===== config.mk =====
export PLATFORM = sky130hd
export DESIGN_NAME = hazard_forward_ctrl
export DESIGN_NICKNAME = d
export VERILOG_FILES = /design/src/rtl/hazard_forward_ctrl.sv
export SDC_FILE = /design/constraint.sdc
export NUM_CORES = 1
export LEC_CHECK = 0
export CAP_MARGIN = 25
export CORE_MARGIN = 4
export CORE_UTILIZATION = 41
export DETAILED_ROUTE_END_ITERATION = 8
export PLACE_DENSITY = 0.76
export SLEW_MARGIN = 20
export SYNTH_ARGS = -nofsm -noshare
export SYNTH_HDL_FRONTEND = slang
export SYNTH_SLANG_ARGS = --single-unit

===== constraint.sdc =====
create_clock -name clk -period 2.2 [get_ports clk]
set_clock_uncertainty 0.15 [all_clocks]
set_input_delay 0.55 -clock clk [delete_from_list [all_inputs] [get_ports clk]]
set_output_delay 0.55 -clock clk [all_outputs]
set_load 0.03 [all_outputs]

===== src/rtl/hazard_forward_ctrl.sv =====
`default_nettype none
// ============================================================================
// Module   : hazard_forward_ctrl
// Brief    : ID->EX hazard control: operand/flag forwarding, load-use stall,
//            taken-branch flush and saturating debug event counters.
// Revision : 1.0
// ============================================================================
module hazard_forward_ctrl #(
    parameter int CNT_W = 16
) (
    input  logic             clk,
    input  logic             reset,
    input  logic [4:0]       IDRn,
    input  logic [4:0]       IDRm,
    input  logic             IDUsesRn,
    input  logic             IDUsesRm,
    input  logic             IDIsBCond,
    input  logic             IDBranchTaken,
    input  logic [4:0]       EXAddressW,
    input  logic             EXRegWrite,
    input  logic             EXMemRead,
    input  logic             EXFlagWrite,
    input  logic [4:0]       MEMAddressW,
    input  logic             MEMRegWrite,
    output logic [1:0]       FwdA,
    output logic [1:0]       FwdB,
    output logic             FlagFwd,
    output logic             PCWrite,
    output logic             IFIDWrite,
    output logic             IFIDFlush,
    output logic             IDEXBubble,
    output logic [CNT_W-1:0] StallCount,
    output logic [CNT_W-1:0] FlushCount
);

    typedef enum logic [0:0] {
        RUN   = 1'b0,
        STALL = 1'b1
    } state_t;

    localparam logic [4:0]       c_xzr     = 5'd31;
    localparam logic [1:0]       c_sel_rf  = 2'b00;
    localparam logic [1:0]       c_sel_ex  = 2'b01;
    localparam logic [1:0]       c_sel_mem = 2'b10;
    localparam logic [CNT_W-1:0] c_cnt_one = CNT_W'(1);
    localparam logic [CNT_W-1:0] c_cnt_max = '1;

    state_t           r_state;
    state_t           w_next_state;
    logic [CNT_W-1:0] r_stall_cnt;
    logic [CNT_W-1:0] r_flush_cnt;

    logic       w_rn_used;
    logic       w_rm_used;
    logic       w_ex_alu_wr;
    logic [1:0] w_fwd_a;
    logic [1:0] w_fwd_b;
    logic       w_load_use;
    logic       w_stall_now;

    // XZR reads are constant zero, so they can never depend on an older write
    assign w_rn_used   = IDUsesRn && (IDRn != c_xzr);
    assign w_rm_used   = IDUsesRm && (IDRm != c_xzr);
    assign w_ex_alu_wr = EXRegWrite && !EXMemRead;

    always_comb begin
        w_fwd_a = c_sel_rf;
        if (w_rn_used && w_ex_alu_wr && (EXAddressW == IDRn))
            w_fwd_a = c_sel_ex;
        else if (w_rn_used && MEMRegWrite && (MEMAddressW == IDRn))
            w_fwd_a = c_sel_mem;
    end

    always_comb begin
        w_fwd_b = c_sel_rf;
        if (w_rm_used && w_ex_alu_wr && (EXAddressW == IDRm))
            w_fwd_b = c_sel_ex;
        else if (w_rm_used && MEMRegWrite && (MEMAddressW == IDRm))
            w_fwd_b = c_sel_mem;
    end

    assign w_load_use = EXMemRead && EXRegWrite &&
                        ((w_rn_used && (EXAddressW == IDRn)) ||
                         (w_rm_used && (EXAddressW == IDRm)));

    // In STALL the load has moved to MEM, so the hazard is not re-evaluated
    assign w_stall_now = (r_state == RUN) && w_load_use;

    always_comb begin
        w_next_state = RUN;
        FwdA         = w_fwd_a;
        FwdB         = w_fwd_b;
        FlagFwd      = IDIsBCond && EXFlagWrite;
        PCWrite      = 1'b1;
        IFIDWrite    = 1'b1;
        IFIDFlush    = IDBranchTaken;
        IDEXBubble   = 1'b0;
        if (!reset) begin
            FwdA       = c_sel_rf;
            FwdB       = c_sel_rf;
            FlagFwd    = 1'b0;
            PCWrite    = 1'b0;
            IFIDWrite  = 1'b0;
            IFIDFlush  = 1'b1;
            IDEXBubble = 1'b1;
        end else if (w_stall_now) begin
            // Stall beats a simultaneous taken branch; it re-resolves next cycle
            w_next_state = STALL;
            FwdA         = c_sel_rf;
            FwdB         = c_sel_rf;
            PCWrite      = 1'b0;
            IFIDWrite    = 1'b0;
            IFIDFlush    = 1'b0;
            IDEXBubble   = 1'b1;
        end
    end

    always_ff @(posedge clk) begin
        if (!reset) begin
            r_state     <= RUN;
            r_stall_cnt <= '0;
            r_flush_cnt <= '0;
        end else begin
            r_state <= w_next_state;
            if (w_stall_now && (r_stall_cnt != c_cnt_max))
                r_stall_cnt <= r_stall_cnt + c_cnt_one;
            if (IFIDFlush && (r_flush_cnt != c_cnt_max))
                r_flush_cnt <= r_flush_cnt + c_cnt_one;
        end
    end

    assign StallCount = r_stall_cnt;
    assign FlushCount = r_flush_cnt;

endmodule
`default_nettype wire


Word level (Yosys, flattened, before mapping)
Index checks and enable logic that the tools add are counted.
{ "word_totals": {"mem_bits_ro": 0, "memories": 0, "regBits": 33, "in_bits": 30, "elab_cells": 50, "output_inout_bits": 41, "ram_bits": 0, "latchBits": 0} }
{ "op_classes": {"n_div": 0, "order_cmp": 0, "n_reduce_logical": 21, "n_eq_ne": 8, "mul": 0, "shift": 0, "n_mux": 15, "n_addsub": 2, "bitwise": 1} }
{ "ops": {"columns": ["operator", "count"], "rows": [
  ["$add A16 B1 Y16 const B", 2],
  ["$ne A16 B16 Y1 const B", 2],
  ["$eq A5 B5 Y1", 4],
  ["$logic_and A1 B1 Y1", 19],
  ["$mux W2", 8],
  ["$ne A5 B5 Y1 const B", 2],
  ["$mux W1", 7],
  ["$logic_not A1 Y1", 1],
  ["$logic_or A1 B1 Y1", 1],
  ["$not A1 Y1", 1]
]} }

Longest topological paths before layout
{ "depth": {"ltp_word": 9, "depth_mapped": 8, "mapped_depth_nobuf": 7} }

Worst setup path after synthesis
No wires, ideal clock.
{ "synth_timing": {"path_kind": "in2out", "from": "input IDRn[2]", "to": "output FwdA[1]", "cell_stages": 8, "arrival_time_ps": 2296, "path_slack_ps": -796, "required_ps": 1500, "path_cell_list": "nand3_1 -> nor2_1 -> nor4_4 -> o21ai_2 -> buf_6 -> buf_2 -> nand3_1 -> a211oi_1"} }
{ "synth_via": {"elab_chain_len": 8, "elab_cells_between_ends": 16, "classes_between": "eq/ne: 3; mux: 4; reduce/logical: 9"} }
{ "synth_rtl": {"columns": ["item", "line", "source"], "rows": [
  ["from (decl)", "13", "input logic [4:0] IDRn,"],
  ["$ne A5 B5 Y1", "62", "assign w_rn_used = IDUsesRn && (IDRn != c_xzr);"],
  ["$logic_and A1 B1 Y1", "62", null],
  ["$logic_and A1 B1 Y1 (on tied branches)", "70, 83", null],
  ["$logic_and A1 B1 Y1 or $logic_or A1 B1 Y1 (tied branches)", "70, 83", null],
  ["$mux W2 or $logic_and A1 B1 Y1 (tied branches)", "70, 82", null],
  ["$mux W2 or $logic_and A1 B1 Y1 (tied branches)", "68, 87", null],
  ["$mux W2 *", "106", "end else if (w_stall_now) begin"],
  ["$mux W2 *", "98", "if (!reset) begin"],
  ["to (decl)", "25", "output logic [1:0] FwdA,"]
]} }
Every way passes the cells marked *; elsewhere a longest branch is shown, timed or not.

Final worst setup path
{ "layout_timing": {"from": "input EXAddressW[2]", "to": "output FwdA[1]"} }
{ "layout_via": {"elab_chain_len": 7, "elab_cells_between_ends": 11, "classes_between": "eq/ne: 2; mux: 3; reduce/logical: 6"} }
{ "layout_rtl": {"columns": ["item", "line", "source"], "rows": [
  ["from (decl)", "19", "input logic [4:0] EXAddressW,"],
  ["$eq A5 B5 Y1 (on tied branches)", "68, 83, 84", null],
  ["$logic_and A1 B1 Y1 (on tied branches)", "83, 84", null],
  ["$logic_or A1 B1 Y1", "83", "((w_rn_used && (EXAddressW == IDRn)) ||"],
  ["$logic_and A1 B1 Y1", "82", "assign w_load_use = EXMemRead && EXRegWrite &&"],
  ["$logic_and A1 B1 Y1", "87", "assign w_stall_now = (r_state == RUN) && w_load_use;"],
  ["$mux W2 *", "106", null],
  ["$mux W2 *", "98", null]
]} }
Marks and branches as above.

==> results_dict.tcl <==
set metrics [dict create \
    via_per_inst 5.71 \
    ys_warn_count 0 \
    max_freq_ghz 0.386 \
    synth_top_area_share_pct 31.7 \
    htree_levels 2 \
    holdPathStages 2 \
    antennaDiodeCount 0 \
    insertion_delay_ps 280 \
    drive_gt1_share_pct 32.8 \
    antenna_found_initial 0 \
    worstPathMaxFanout 3 \
    max_slew_margin_pct 73.0 \
    clockBufferDepth 2 \
    synth.area.top_cells "dfxtp_1 (32%), xor2_1 (5.9%), nand2_1 (5.4%)" \
    grt-ovfl-total 0 \
    drc 0 \
    firstDrtPassIters 4 \
    io_pins 71 \
    initial_core_util_pct 43.3 \
    syn_nets 293 \
    cts_sinks 33 \
    finalSetupTns_ps -4360 \
    min_period_over_period_pct 118 \
    antenna_left 0 \
    outcome "finished, violations left" \
    required_ps 1500 \
    synth_cell_types 39 \
    drv_slew 0 \
    grt_max_degree 27 \
    multi_input_area_sq_mm 0.00167 \
    post_drt_wl_per_cell_um 17.0 \
    final_common_cell "clkdlybuf4s50_1" \
    clk_pin_slew_ps 70 \
    cellPowerDensity_mw_per_mm2 371 \
    yosys.area.top_type "dfxtp_1" \
    finalSetupViolCount 21 \
    cts_tree "done" \
    fill_cells 345 \
    rsz0062_at_grt "true" \
    fp.dieW_um 79.3 \
    io_buffers 70 \
    crit_path_start_kind "input port" \
    vias 2419 \
    min_from "FlushCount[12]" \
    rows 25 \
    drv_cap 0 \
    root_buffer "clkbuf_8" \
    synth_edf_count 0 \
    cp-startpoint "EXAddressW[2]" \
    ir_drop_mv 0.245 \
    grt_pass1_vias 2297 \
    reg2reg_depth 7 \
    end_kind "output pin" \
    area_delta_synth_final_pct 74.1 \
    holdWs_ps 337 \
    syn_inst 261 \
    ys_seq_elements 33 \
    final_cell_mix "clkdlybuf4s50_1 (36), dfxtp_1 (33), nand2_1 (27)" \
    dieArea_sq_mm 0.00629 \
    gp_congestion 0.885 \
    die_y_um 79.3 \
    ys_seq_area_share_pct 31.7 \
    leakage_uw 0.00138 \
    syn_area_sq_mm 0.00209 \
    violations "negative setup slack" \
    seqCellArea_sq_um 661 \
    hp-class "register to register" \
    core-area_sq_mm 0.00482 \
    path_class "input port to output pin" \
    r2r-start "StallCount[6]" \
    avgSynthCellArea_sq_um 7.99 \
    dp.cells 406 \
    hold_violations 0 \
    final.min_clock_period_ps 2590 \
    synthArstFlopShare_pct 0 \
    grt_pass1_wl_mm 10.5 \
    postCtsHoldBufs 0 \
    setup_slack_ps -393 \
    wl_mm 7.21 \
    grt.total_usage_pct 20.8 \
    stdcell_count 424 \
    arrival_ps 1890 \
    hpwl_mm 4.34 \
    synth_ff_type "dfxtp_1" \
    drt_iter0_markers 139 \
    worstMarginPinSlew_ps 404 \
    nets 388 \
    cts_buffers 5 \
]
## registers in the layout (all words and copies together), names as in the netlist
signal	flops
r_state	1
FlushCount	16
StallCount	16
## worst paths after layout
kind	end	slack (ps)
min	FlushCount[12]	340
max	FwdA[1]	-390
max reg2reg	StallCount[5]	60
min reg2reg	FlushCount[12]	340
## power by group
group          total [uW]  internal [uW]  switching (uW)
Clock                 461            219             243
Sequential            604            600            4.06
Combinational         284            146             137
## what timing repair did
action                                  in CTS  in global routing
resized for setup                          136                 49
buffers inserted                             8                  2
endpoints found under the setup margin      42                 36
pin swaps                                   40                 16
cloned                                       2                  0
## metal layers
layer / vias up / GRT usage [%] / routed length, um
met5: - / 0 / 0
met4: 0 / 8.25 / 186
met3: 16 / 5.67 / 494
met2: 79 / 36.1 / 3730
met1: 1167 / 24.0 / 2800
li1: 1157 / - / -
## stage by stage
step | util [%] | area, sq um | total power, uW | setup WS [ps]
finish | 75.4 | 3630 | 1350 | -393
global route | 75.4 | 3630 | 1400 | -439
CTS | 71.2 | 3430 | 1330 | -393
detailed placement | 63.8 | 3070 | 840 | -1110
global placement | 63.8 | 3070 | 837 | -1070
floorplan | - | 2200 | 723 | -344
## cells by family (layout without fill, tap and decap cells)
| family | Yosys count | in the layout | share of synthesized area [%] |
|---|---|---|---|
| xor gates and xnor gates | 20 | 20 | 8.40 |
| muxes | 9 | 9 | 4.32 |
| DFF | 33 | 33 | 31.7 |
| adders and majority gates | 2 | 2 | 1.20 |
| buffers and inverters | 18 | 114 | 4.38 |
| and+or+nand+nor | 129 | 129 | 35.3 |
| AOI/OAI and AO/OA | 50 | 50 | 14.7 |
## cell type report
| cell class | instances | share of cell area (%) |
|---|---|---|
| clock inverters | 3 | 0.482 |
| multi-input cells | 210 | 46.0 |
| repair buffers | 102 | 30.7 |
| well taps | 67 | 2.31 |
| inverters | 4 | 0.413 |
| flip-flops and latches | 33 | 18.2 |
| clock buffers | 5 | 1.89 |
## worst max-delay path, stage by stage
cell and delay (ps):
buf_8 100, buf_6 110, xor2_2 160, nor4_4 70
buf_4 150, o21ai_4 220, nand3_4 130, a211oi_4 240
buf_6 170
## synth_stat cells (7+ instances only)
cell type and instances:
dfxtp_1 33, nand2_1 30, nand3_1 21, a21oi_1 20, xor2_1 14, o31ai_1 12, and3_1 11, or4_1 11
nor2_1 10, mux2i_1 9, nand2b_1 9, o21ai_0 8, nand4_1 7, nor3_1 7
Power figures use the tool's default switching activity.
